## src/rtl/ex_pkg.sv

```systemverilog
// Shared definitions for the MIPS execute stage: bus widths, opcodes, result
// classes and divider state encodings.
package ex_pkg;

    localparam int RegBus     = 32;
    localparam int RegAddrBus = 5;
    localparam int AluOpBus   = 8;
    localparam int AluSelBus  = 3;

    localparam logic RstEnable   = 1'b1;
    localparam logic StallEnable = 1'b1;

    localparam logic [AluOpBus-1:0] EXE_NOP_OP  = 8'b0000_0000;
    localparam logic [AluOpBus-1:0] EXE_AND_OP  = 8'b0010_0100;
    localparam logic [AluOpBus-1:0] EXE_OR_OP   = 8'b0010_0101;
    localparam logic [AluOpBus-1:0] EXE_XOR_OP  = 8'b0010_0110;
    localparam logic [AluOpBus-1:0] EXE_NOR_OP  = 8'b0010_0111;
    localparam logic [AluOpBus-1:0] EXE_SLL_OP  = 8'b0111_1100;
    localparam logic [AluOpBus-1:0] EXE_SRL_OP  = 8'b0000_0010;
    localparam logic [AluOpBus-1:0] EXE_SRA_OP  = 8'b0000_0011;
    localparam logic [AluOpBus-1:0] EXE_DIV_OP  = 8'b0001_1010;
    localparam logic [AluOpBus-1:0] EXE_DIVU_OP = 8'b0001_1011;

    localparam logic [AluSelBus-1:0] EXE_RES_NOP   = 3'b000;
    localparam logic [AluSelBus-1:0] EXE_RES_LOGIC = 3'b001;
    localparam logic [AluSelBus-1:0] EXE_RES_SHIFT = 3'b010;
    localparam logic [AluSelBus-1:0] EXE_RES_ARITH = 3'b100;

    typedef enum logic [1:0] {
        DIV_IDLE = 2'b00,
        DIV_BUSY = 2'b01,
        DIV_ZERO = 2'b10,
        DIV_DONE = 2'b11
    } div_state_e;

    function automatic logic [RegBus-1:0] abs32(input logic [RegBus-1:0] v);
        return v[RegBus-1] ? (~v + 32'd1) : v;
    endfunction

endpackage

```

## src/rtl/ex_div.sv

```systemverilog
// Iterative radix-2 restoring divider: 32 shift-subtract steps on a 65-bit
// register, with magnitude capture and sign fix-up for signed division.
module ex_div
    import ex_pkg::*;
(
    input  logic              clk,
    input  logic              rst,
    input  logic              start_i,
    input  logic              signed_i,
    input  logic [RegBus-1:0] op1_i,
    input  logic [RegBus-1:0] op2_i,
    input  logic              cancel_i,
    output logic [63:0]       result_o,
    output logic              ready_o,
    output logic              busy_o
);

    div_state_e        state_q, state_d;
    logic [5:0]        cnt_q, cnt_d;
    logic [64:0]       dividend_q, dividend_d;
    logic [RegBus-1:0] divisor_q, divisor_d;
    logic              neg_quot_q, neg_quot_d;
    logic              neg_rem_q, neg_rem_d;

    logic [32:0]       diff;
    logic [RegBus-1:0] opa, opb, quot, rem;

    assign opa  = signed_i ? abs32(op1_i) : op1_i;
    assign opb  = signed_i ? abs32(op2_i) : op2_i;
    assign diff = {1'b0, dividend_q[63:32]} - {1'b0, divisor_q};

    always_comb begin
        state_d    = state_q;
        cnt_d      = cnt_q;
        dividend_d = dividend_q;
        divisor_d  = divisor_q;
        neg_quot_d = neg_quot_q;
        neg_rem_d  = neg_rem_q;
        case (state_q)
            DIV_IDLE: begin
                if (start_i) begin
                    cnt_d      = 6'd0;
                    divisor_d  = opb;
                    neg_rem_d  = signed_i && op1_i[31];
                    neg_quot_d = signed_i && (op1_i[31] ^ op2_i[31]);
                    if (op2_i == '0) begin
                        // Remainder slot holds |dividend| so the sign fix-up restores it.
                        state_d    = DIV_ZERO;
                        neg_quot_d = 1'b0;
                        dividend_d = {opa, 1'b0, 32'hFFFF_FFFF};
                    end else begin
                        state_d    = DIV_BUSY;
                        dividend_d = {32'd0, opa, 1'b0};
                    end
                end
            end
            DIV_BUSY: begin
                if (diff[32]) begin
                    dividend_d = {dividend_q[63:0], 1'b0};
                end else begin
                    dividend_d = {diff[31:0], dividend_q[31:0], 1'b1};
                end
                if (cnt_q == 6'd31) begin
                    state_d = DIV_DONE;
                    cnt_d   = 6'd0;
                end else begin
                    cnt_d = cnt_q + 6'd1;
                end
            end
            DIV_ZERO: state_d = DIV_DONE;
            DIV_DONE: state_d = DIV_IDLE;
            default:  state_d = DIV_IDLE;
        endcase
        if (cancel_i) begin
            state_d = DIV_IDLE;
            cnt_d   = 6'd0;
        end
    end

    always_ff @(posedge clk or posedge rst) begin
        if (rst == RstEnable) begin
            state_q    <= DIV_IDLE;
            cnt_q      <= 6'd0;
            dividend_q <= '0;
            divisor_q  <= '0;
            neg_quot_q <= 1'b0;
            neg_rem_q  <= 1'b0;
        end else begin
            state_q    <= state_d;
            cnt_q      <= cnt_d;
            dividend_q <= dividend_d;
            divisor_q  <= divisor_d;
            neg_quot_q <= neg_quot_d;
            neg_rem_q  <= neg_rem_d;
        end
    end

    assign quot     = dividend_q[31:0];
    assign rem      = dividend_q[64:33];
    assign result_o = {neg_rem_q ? (~rem + 32'd1) : rem,
                       neg_quot_q ? (~quot + 32'd1) : quot};
    assign ready_o  = (state_q == DIV_DONE) && !cancel_i;
    assign busy_o   = !cancel_i && ((state_q == DIV_BUSY) || (state_q == DIV_ZERO) ||
                                    ((state_q == DIV_IDLE) && start_i));

endmodule

```

## src/rtl/ex.sv

```systemverilog
// MIPS execute stage: combinational logic/shift ALU plus HI/LO divider with
// pipeline stall. The divider is only built when EX_DIV_EN is defined.
module ex
    import ex_pkg::*;
(
    input  logic                  clk,
    input  logic                  rst,
    input  logic [AluOpBus-1:0]   aluop_i,
    input  logic [AluSelBus-1:0]  alusel_i,
    input  logic [RegBus-1:0]     reg1_i,
    input  logic [RegBus-1:0]     reg2_i,
    input  logic [RegAddrBus-1:0] wd_i,
    input  logic                  wreg_i,
    input  logic                  flush_i,
    output logic [RegBus-1:0]     wdata_o,
    output logic [RegAddrBus-1:0] wd_o,
    output logic                  wreg_o,
    output logic [RegBus-1:0]     hi_o,
    output logic [RegBus-1:0]     lo_o,
    output logic                  whilo_o,
    output logic                  stallreq_o
);

    logic [RegBus-1:0] logic_res;
    logic [RegBus-1:0] shift_res;
    logic              is_div;

    assign is_div = (aluop_i == EXE_DIV_OP) || (aluop_i == EXE_DIVU_OP);

    always_comb begin
        logic_res = '0;
        case (aluop_i)
            EXE_OR_OP:  logic_res = reg1_i | reg2_i;
            EXE_AND_OP: logic_res = reg1_i & reg2_i;
            EXE_XOR_OP: logic_res = reg1_i ^ reg2_i;
            EXE_NOR_OP: logic_res = ~(reg1_i | reg2_i);
            default:    logic_res = '0;
        endcase
    end

    always_comb begin
        shift_res = '0;
        case (aluop_i)
            EXE_SLL_OP: shift_res = reg2_i << reg1_i[4:0];
            EXE_SRL_OP: shift_res = reg2_i >> reg1_i[4:0];
            EXE_SRA_OP: shift_res = $signed(reg2_i) >>> reg1_i[4:0];
            default:    shift_res = '0;
        endcase
    end

    always_comb begin
        wdata_o = '0;
        wd_o    = '0;
        wreg_o  = 1'b0;
        if (rst != RstEnable) begin
            wd_o   = wd_i;
            wreg_o = wreg_i && !is_div;
            case (alusel_i)
                EXE_RES_LOGIC: wdata_o = logic_res;
                EXE_RES_SHIFT: wdata_o = shift_res;
                default:       wdata_o = '0;
            endcase
        end
    end

`ifdef EX_DIV_EN
    logic [63:0] div_result;
    logic        div_ready;
    logic        div_busy;

    ex_div u_div (
        .clk      (clk),
        .rst      (rst),
        .start_i  (is_div && !flush_i),
        .signed_i (aluop_i == EXE_DIV_OP),
        .op1_i    (reg1_i),
        .op2_i    (reg2_i),
        .cancel_i (flush_i),
        .result_o (div_result),
        .ready_o  (div_ready),
        .busy_o   (div_busy)
    );

    // An issue cycle presented during reset must not raise the stall.
    assign stallreq_o = (rst != RstEnable) && div_busy ? StallEnable : !StallEnable;
    assign whilo_o    = div_ready;
    assign hi_o       = div_ready ? div_result[63:32] : '0;
    assign lo_o       = div_ready ? div_result[31:0]  : '0;
`else
    logic unused_div_inputs;
    assign unused_div_inputs = ^{clk, flush_i};
    assign stallreq_o = !StallEnable;
    assign whilo_o    = 1'b0;
    assign hi_o       = '0;
    assign lo_o       = '0;
`endif

endmodule
```

## config.mk

```make
export PLATFORM = sky130hd
export DESIGN_NAME = ex
export DESIGN_NICKNAME = d
export VERILOG_FILES = /design/src/rtl/ex_pkg.sv /design/src/rtl/ex_div.sv /design/src/rtl/ex.sv
export SDC_FILE = /design/constraint.sdc
export NUM_CORES = 1
export LEC_CHECK = 0
export BUFFER_PORTS_ARGS = -buffer_cell sky130_fd_sc_hd__buf_2
export CAP_MARGIN = 5
export CORE_ASPECT_RATIO = 1.4
export CORE_UTILIZATION = 58
export DETAILED_ROUTE_END_ITERATION = 6
export PLACE_DENSITY = 0.84
export SLEW_MARGIN = 15
export SYNTH_ARGS = -nofsm -noshare
export SYNTH_HDL_FRONTEND = slang
export SYNTH_SLANG_ARGS = --single-unit
```

## constraint.sdc

```tcl
create_clock -name vclk -period 8.3
set_clock_uncertainty 0.1 [all_clocks]
set_input_delay 1.245 -clock vclk [all_inputs]
set_output_delay 1.245 -clock vclk [all_outputs]
set_load 0.02 [all_outputs]
```

Word level (Yosys, flattened, before mapping)
Cells that the tools add are included.
{"block": "totals", "reg_bits": 0, "input_bits": 84}
{"block": "op_classes", "reduce_logical": 3, "n_mux": 6, "n_eq_ne": 11, "shifts": 3, "n_bitwise": 4}
{"cell": "32-bit case mux with 4 select lines", "n": 1}
{"cell": "32-bit case mux with 3 select lines", "n": 1}
{"cell": "32-bit case mux with 2 select lines", "n": 1}
{"cell": "32-bit bitwise AND", "n": 1}
{"cell": "8-bit by 6-bit equality test with 1-bit output (second input constant)", "n": 4}
{"cell": "32-bit 2-to-1 mux", "n": 1}
{"cell": "32-bit inverter", "n": 1}
{"cell": "32-bit bitwise OR", "n": 1}
{"cell": "32-bit by 5-bit << shifter with 32-bit output", "n": 1}
{"cell": "32-bit by 5-bit >> shifter with 32-bit output", "n": 1}
{"cell": "32-bit by 5-bit >>> shifter with 32-bit output", "n": 1}
{"cell": "32-bit bitwise XOR", "n": 1}
{"cell": "8-bit by 2-bit equality test with 1-bit output (second input constant)", "n": 2}
{"cell": "8-bit by 5-bit equality test with 1-bit output (second input constant)", "n": 2}
{"cell": "8-bit by 7-bit equality test with 1-bit output (second input constant)", "n": 1}
{"cell": "5-bit 2-to-1 mux", "n": 1}
{"cell": "3-bit by 1-bit equality test with 1-bit output (second input constant)", "n": 1}
{"cell": "3-bit by 2-bit equality test with 1-bit output (second input constant)", "n": 1}
{"cell": "1-bit logical AND", "n": 1}
{"cell": "1-bit zero test", "n": 1}
{"cell": "1-bit logical OR", "n": 1}
{"cell": "1-bit 2-to-1 mux", "n": 1}

Longest topological paths before layout
Gate-level depths: netlist of the first run.
{"block": "logic_depth", "word_depth": 5, "depth_mapped": 12}

Worst setup path before layout of the first run
OpenSTA, ideal clock, no wires.
{"block": "synth_path", "kind": "in2out", "startpoint": "in reg1_i[0]", "endpoint": "out wdata_o[6]", "path_stages": 11, "path_slack_ps": 3541, "path_buffers": 4, "t_arrival_ps": 3414, "cell_sequence": "buf_6 buf_6 buf_6 buf_4 inv_1 ha_1 o21ai_0 a2bb2oi_2 nor2_1 or4_1 a32o_1"}
{"block": "synth_via", "elab_chain_cells": 4}
{"item": "from (decl)", "line": "ex.sv:10", "text": "input logic [RegBus-1:0] reg1_i,"}
{"item": "32-bit by 5-bit >>> shifter with 32-bit output, or another cell as far along", "line": "ex.sv:46", "text": "EXE_SRA_OP: shift_res = $signed(reg2_i) >>> reg1_i[4:0];"}
{"item": "32-bit case mux with 3 select lines (*)", "line": "ex.sv:43", "text": "case (aluop_i)"}
{"item": "32-bit case mux with 2 select lines (*)", "line": "ex.sv:58", "text": "case (alusel_i)"}
{"item": "32-bit 2-to-1 mux (*)", "line": "ex.sv:55", "text": "if (rst != RstEnable) begin"}
{"item": "to (decl)", "line": "ex.sv:15", "text": "output logic [RegBus-1:0] wdata_o,"}
Mark *: on every way between the ends. The rest lies on a longest branch, timed or not.

Worst setup path after layout of the first run
{"block": "layout_path", "startpoint": "in reg1_i[0]", "endpoint": "out wdata_o[23]"}
The elaborated chain is that of the path after synthesis.

==> impl_metrics.env, run 1 <==
export IMPL_status="completed"
export IMPL_p_int_mw=0.140
export IMPL_p_per_area_mw_per_mm2=55.0
export IMPL_ant_nets=0
export IMPL_post_cts_buffers=0
export IMPL_fmax_ghz=0.163
export IMPL_comb_power_share=1.000
export IMPL_drive_gt1_frac=0.203
export IMPL_yosysSeqAreaShare=0
export IMPL_fp_dieW_um=96.8
export IMPL_post_route_util=0.608
export IMPL_regArea_um2=0
export IMPL_period_needed_ps=6150
export IMPL_nNetsFinal=1228
export IMPL_path_max_fanout=65
export IMPL_min_path_type="in2out"
export IMPL_wl_per_cell_um=25.4
export IMPL_grt_pass1_wl_mm=45.8
export IMPL_fp_dieH_um=135
export IMPL_hpwl_mm=23.2
export IMPL_grt_max_degree=69
export IMPL_clock_power_share=0
export IMPL_finalPower_mw=0.412
export IMPL_hold_buffers=0
export IMPL_path_buf_inv=3
export IMPL_p_sw_frac=0.660
export IMPL_grt_antenna_before_repair=0
export IMPL_peakVddDrop_mv=0.0619
export IMPL_crit_chain="buf_4, buf_4, mux2i_1, mux2_2, a211oi_1, o21ai_0, o2111a_1, o22ai_1, buf_2"
export IMPL_maxSlewHeadroom=0.222
export IMPL_num_antenna_cells=0
export IMPL_postSynthCellCount=1033
export IMPL_seq_power_share=0
export IMPL_routed_via_density=6.95
export IMPL_stdcell_area_mm2=0.00748
export IMPL_nFlopsAndLatches=0
export IMPL_crit_family="buffers and inverters"
export IMPL_crit_required_ps=6950
export IMPL_area_growth_pct=2.45
export IMPL_overflow=0
export IMPL_crit_path_top_delay_cell="o21ai_0"
export IMPL_endpoint_kind="output port"
export IMPL_gp_congestion=1.07
export IMPL_syn_area_per_cell_um2=7.07
export IMPL_finalSetupTns_ps=0
export IMPL_num_io_pins=188
export IMPL_cp_common_cell="buf_4"
export IMPL_critPathArrivalTime_ps=4810
export IMPL_grt_setup_unrepaired="no"
export IMPL_start_util=0.593
export IMPL_vias=8521
export IMPL_final_cell_mix="119 x buf_2, 104 x nand2_1, 98 x o21ai_0"
export IMPL_fin_crit_sh=0.741
export IMPL_clock_buffers=0
export IMPL_p_leak_nw=3.60
export IMPL_grtUsageTotal=0.459
export IMPL_drt_wl_total_mm=31.1
export IMPL_first_global_vias=7666
export IMPL_drtIter0Drc=946
export IMPL_port_buffers=120
export IMPL_p_switching_mw=0.272
export IMPL_rows=48
export IMPL_yosysWarnings=0
export IMPL_dpl_instance_area_mm2=0.00748
export IMPL_design_core_area_mm2=0.0123
export IMPL_firstDrtPassIters=6
export IMPL_slew_violations=0
export IMPL_die_area_mm2=0.0131
export IMPL_crit_type="in2out"
export IMPL_drc=0
export IMPL_hold_viol_final=0
export IMPL_tightest_slew_ps=1160
export IMPL_synth_cell_type_count=78
export IMPL_setup_viol=0
export IMPL_syn_area_mm2=0.00730
export IMPL_worst_path_largest_cell_delay_ps=760
export IMPL_max_cap_violations=0
export IMPL_mostFrequentLayoutCell="buf_2"
export IMPL_cts_resized=0
export IMPL_start_kind="input pin"
==> synth_stat cells, types with 3 or more instances <==
cell        n  area (um2)
buf_1      13        48.8
nand3_1    14        70.1
or4_1       7        52.6
nor4_1      4        25.0
nor3_1     17        85.1
mux4_1      7         184
ha_1       66         826
buf_6       8        90.1
a21o_1      3        22.5
nor2_1     82         308
a22oi_1     8        60.1
nor2b_1    12        75.1
a221oi_1    5        43.8
mux4_2     33         743
o221ai_1    7        61.3
a211oi_1   17         128
o211ai_1    9        67.6
clkbuf_1   47         176
a311oi_1    5        43.8
a31oi_1     7        43.8
nand2_1   104         390
buf_4      69         518
nand2b_1   15        93.8
and2_1      6        37.5
mux2_2     30         338
a32o_1      8        80.1
inv_1      93         349
nand4_1     3        18.8
or2_2       6        37.5
a211o_1     3        26.3
o32ai_1     6        52.6
o21ai_0    98         490
a21oi_1    55         275
o22ai_1    23         144
a22o_1      3        26.3
mux2i_1    60         601
buf_2      16        80.1
and3_1      7        43.8
o311a_1     4        40.0
==> metal layers <==
metal | vias up | part of all wire | global-route usage
li1 | 3721 | - | -
met1 | 3937 | 0.35 | 0.550
met2 | 704 | 0.46 | 0.759
met3 | 159 | 0.11 | 0.0678
met4 | 0 | 0.084 | 0.314
met5 | - | 0 | 0
==> stage by stage <==
| step | cells | worst slack, ps | hold WS [ps] |
|---|---|---|---|
| 3_5_place_dp | 1226 | 2310 | 2730 |
| 4_1_cts | 1226 | 2300 | 2730 |
| 3_3_place_gp | 1226 | 2330 | 2730 |
| 6_report | 1226 | 2150 | 2730 |
| 5_1_grt | 1226 | 2090 | 2740 |
| 2_1_floorplan | 1098 | 3540 | 2540 |
==> cell type report <==
class | count | area (um2)
fillers | 1213 | 4830
inverters | 95 | 357
multi-input cells | 847 | 6230
well taps | 150 | 188
repair buffers | 134 | 708
==> path summary, 6_finish.rpt <==
check | start | to | slack (ps) | cells past startpoint
min | wreg_i | wreg_o | 2730 | 3
max | reg1_i[0] | wdata_o[23] | 2150 | 9
==> power by group through the flow <==
stage                     Clock (mW)  Sequential [mW]  Combinational (mW)
after floorplan                    0                0               0.299
after global placement             0                0               0.389
after detailed placement           0                0               0.393
after CTS                          0                0               0.394
after global routing               0                0               0.435
final                              0                0               0.412
==> logic make-up (layout without fill, tap and decap cells) <==
family,Yosys count,after routing,synth area share
compound gates,292,292,0.261
simple gates,292,292,0.188
buf+inv,251,229,0.180
mux,131,131,0.257
fa+ha+maj,66,66,0.113
other cells,1,66,0.000513
Power figures use the tool's default switching activity.
==> run 2: changes to the inputs <==
- CORE_UTILIZATION: 58 -> 52
- PLACE_DENSITY: 0.84 -> 0.8
- clock period: 8.3 -> 5 ns (I/O delays scaled with it)
==> impl_metrics.env, run 2 (synthesis results as in run 1) <==
export IMPL_clock_buffers=0
export IMPL_worst_path_largest_cell_delay_ps=650
export IMPL_gp_congestion=1.09
export IMPL_start_kind="input pin"
export IMPL_wl_per_cell_um=25.0
export IMPL_period_needed_ps=4380
export IMPL_peakVddDrop_mv=0.0697
export IMPL_start_util=0.541
export IMPL_crit_family="buffers and inverters"
export IMPL_slew_violations=0
export IMPL_drtIter0Drc=1038
export IMPL_crit_chain="buf_4, buf_4, mux2_2, mux2i_1, nor3_1, o311ai_0, buf_4, o21ai_0, buf_2"
export IMPL_drc=0
export IMPL_num_io_pins=188
export IMPL_hold_viol_final=0
export IMPL_maxSlewHeadroom=0.421
export IMPL_post_cts_buffers=0
export IMPL_layoutNonFillerInstCount=1284
export IMPL_path_max_fanout=37
export IMPL_firstDrtPassIters=6
export IMPL_cts_resized=0
export IMPL_dp_cells=1284
export IMPL_fmax_ghz=0.229
export IMPL_p_per_area_mw_per_mm2=90.2
export IMPL_first_global_vias=7566
export IMPL_grtUsageTotal=0.442
export IMPL_max_cap_violations=0
export IMPL_grt_setup_unrepaired="no"
export IMPL_critPathArrivalTime_ps=3530
export IMPL_nFlopsAndLatches=0
export IMPL_drive_gt1_frac=0.221
export IMPL_final_cell_mix="119 x buf_2, 104 x nand2_1, 98 x o21ai_0"
export IMPL_fin_crit_sh=0.875
export IMPL_num_antenna_cells=0
export IMPL_hold_buffers=0
export IMPL_grt_antenna_before_repair=0
export IMPL_p_leak_nw=3.75
export IMPL_design_core_area_mm2=0.0135
export IMPL_area_growth_pct=6.53
export IMPL_finalSetupTns_ps=0
export IMPL_mostFrequentLayoutCell="buf_2"
export IMPL_setup_viol=0
export IMPL_nNetsFinal=1254
export IMPL_ant_nets=0
export IMPL_grt_max_degree=79
export IMPL_tightest_slew_ps=868
export IMPL_cp_common_cell="buf_4"
export IMPL_hpwl_mm=24.8
export IMPL_routed_via_density=6.69
export IMPL_crit_path_top_delay_cell="o311ai_0"
export IMPL_overflow=0
export IMPL_fp_dieH_um=142
export IMPL_rows=50
export IMPL_endpoint_kind="output port"
export IMPL_min_path_type="in2out"
export IMPL_vias=8596
export IMPL_path_buf_inv=4
export IMPL_grt_pass1_wl_mm=47.0
export IMPL_crit_type="in2out"
export IMPL_final_fill_count=1362
export IMPL_regArea_um2=0
export IMPL_port_buffers=120
export IMPL_status="completed"
export IMPL_drt_wl_total_mm=32.2
export IMPL_crit_required_ps=4150
export IMPL_die_area_mm2=0.0145
export IMPL_fp_dieW_um=102
==> run 2: cell count changes in the layout (fill, tap and decap cells not counted), sizes merged <==
cell / change
buf: +26
==> run 2: report_power, final <==
group	internal, mW	leakage (nW)	switching, mW	total (mW)
Combinational	0.246	3.75	0.456	0.702
Sequential	0	0	0	0
Clock	0	0	0	0
Total	0.246	3.75	0.456	0.702
==> run 2: final timing paths <==
kind              startpoint    endpoint  slack [ps]  depth (start not counted)
hold / removal       wd_i[3]     wd_o[3]        1730                          3
setup / recovery   reg1_i[0]  wdata_o[3]         620                          9
==> run 2: worst min-delay path, cell delays in order <==
cell and delay, ps:
buf_2 70, nor2b_1 100, buf_2 160
==> run 2: area by class of cell <==
| type | count | area, um2 | area share |
|---|---|---|---|
| multi-input cells | 847 | 6230 | 0.801 |
| repair buffers | 160 | 966 | 0.124 |
| inverters | 95 | 357 | 0.0458 |
| well taps | 182 | 228 | 0.0293 |
==> run 2: layer usage <==
metal | routed length, um | up-vias | global-route usage | share of wire
met3 | 3390 | 146 | 0.0594 | 0.11
li1 | - | 3784 | - | -
met5 | 0 | - | 0 | 0
met1 | 11400 | 4013 | 0.537 | 0.35
met4 | 2930 | 0 | 0.308 | 0.091
met2 | 14500 | 653 | 0.713 | 0.45
==> run 2: stage by stage <==
stage	utilization	hold slack [ps]	cell area, um2	setup WS [ps]	total power [mW]
2_1_floorplan	-	1550	7550	1230	0.496
3_3_place_gp	0.576	1740	7780	681	0.673
3_5_place_dp	0.576	1740	7780	734	0.678
4_1_cts	0.576	1740	7780	733	0.680
5_1_grt	0.576	1750	7780	542	0.748
6_report	0.576	1730	7780	625	0.702
==> run 3: changes to the inputs <==
- CORE_UTILIZATION: 52 -> 58
- PLACE_DENSITY: 0.8 -> 0.84
- clock period: 5 -> 5.55 ns (I/O delays scaled with it)
==> impl_metrics.env, run 3 (synthesis results as in run 1) <==
export IMPL_drtIter0Drc=1272
export IMPL_design_core_area_mm2=0.0123
export IMPL_die_area_mm2=0.0131
export IMPL_rows=48
export IMPL_first_global_vias=7862
export IMPL_start_util=0.593
export IMPL_tightest_slew_ps=1080
export IMPL_grt_antenna_before_repair=1
export IMPL_maxSlewHeadroom=0.276
export IMPL_path_max_fanout=45
export IMPL_regArea_um2=0
export IMPL_dp_worst_setup_slack_ps=1100
export IMPL_fin_ws_ps=1010
export IMPL_finalSetupTns_ps=0
export IMPL_critPathArrivalTime_ps=3610
export IMPL_routed_via_density=6.92
export IMPL_area_growth_pct=4.64
export IMPL_period_needed_ps=4540
export IMPL_status="complete, but fails checks"
export IMPL_finalPower_mw=0.629
export IMPL_drc=2
export IMPL_fp_dieH_um=135
export IMPL_holdPathEnd="wreg_o"
export IMPL_peakVddDrop_mv=0.0698
export IMPL_p_leak_nw=3.69
export IMPL_final_cell_mix="119 x buf_2, 104 x nand2_1, 98 x o21ai_0"
export IMPL_nFlopsAndLatches=0
export IMPL_endpoint_kind="output port"
export IMPL_port_buffers=120
export IMPL_fp_dieW_um=96.8
export IMPL_fin_crit_sh=0.819
export IMPL_grt_max_degree=68
export IMPL_start_kind="input pin"
export IMPL_drt_wl_total_mm=32.0
export IMPL_hp_start="wreg_i"
export IMPL_post_cts_buffers=0
export IMPL_grt_setup_unrepaired="no"
export IMPL_p_per_area_mw_per_mm2=82.3
export IMPL_vias=8599
export IMPL_violations="DRC"
export IMPL_gp_congestion=1.10
export IMPL_overflow=0
export IMPL_min_path_type="in2out"
export IMPL_hold_buffers=0
export IMPL_ant_nets=0
export IMPL_nNetsFinal=1244
export IMPL_crit_required_ps=4620
export IMPL_cts_resized=0
export IMPL_max_cap_violations=0
export IMPL_crit_type="in2out"
export IMPL_clock_buffers=0
export IMPL_grt_pass1_wl_mm=47.3
export IMPL_firstDrtPassIters=7
export IMPL_num_io_pins=188
export IMPL_hold_viol_final=0
export IMPL_slew_violations=0
export IMPL_mostFrequentLayoutCell="buf_2"
export IMPL_grtUsageTotal=0.475
export IMPL_wl_per_cell_um=25.8
export IMPL_drive_gt1_frac=0.214
export IMPL_fmax_ghz=0.220
export IMPL_hold_depth=3
export IMPL_setup_viol=0
export IMPL_hpwl_mm=24.5
## run 3: cell types whose count changed in the layout (fill, tap and decap cells not counted), sizes merged
cell,change
diode,+1
buf,-10
## run 3: where the power goes
group | internal, mW | total [mW] | switching [mW]
clock | 0.00000000754 | 0.00000000754 | 0
sequential | 0 | 0 | 0
combinational | 0.218 | 0.629 | 0.412
total | 0.218 | 0.629 | 0.412
## run 3: final cells by class
type               instances  area [um2]
inverters                 95         357
well taps                150         188
diodes                     1        2.50
repair buffers           150         866
multi-input cells        847        6230
fillers                 1169        4670
## run 3: worst max path at each step
stage                     startpoint    endpoint  slack [ps]
after floorplan            reg1_i[0]  wdata_o[6]        1620
after global placement     reg1_i[0]  wdata_o[3]        1130
after detailed placement   reg1_i[0]  wdata_o[3]        1100
after CTS                  reg1_i[0]  wdata_o[3]        1100
after global routing       reg1_i[0]  wdata_o[7]         990
final                      reg1_i[0]  wdata_o[7]        1010
## run 3: per-stage QoR
stage	hold slack, ps	cells	cell area, um2	utilization
after floorplan	1720	1098	7550	-
final	1910	1243	7640	0.621
after detailed placement	1900	1242	7640	0.621
after CTS	1900	1242	7640	0.621
after global placement	1900	1242	7640	0.621
after global routing	1910	1242	7640	0.621
## run 3: layer usage
layer | GRT usage | wire length (um) | share of wire | up-vias
met5 | 0 | 0 | 0 | -
met4 | 0.357 | 2830 | 0.088 | 0
met3 | 0.0952 | 3470 | 0.11 | 161
met2 | 0.786 | 14600 | 0.46 | 710
met1 | 0.540 | 11100 | 0.35 | 3977
li1 | - | - | - | 3751
## run 3: critical path, cell delays in order
cell,delay (ps)
buf_4,340
buf_12,330
mux2i_1,540
mux2_2,270
a211oi_1,60
o21ai_0,440
nand2_1,250
a32o_1,340
buf_2,160
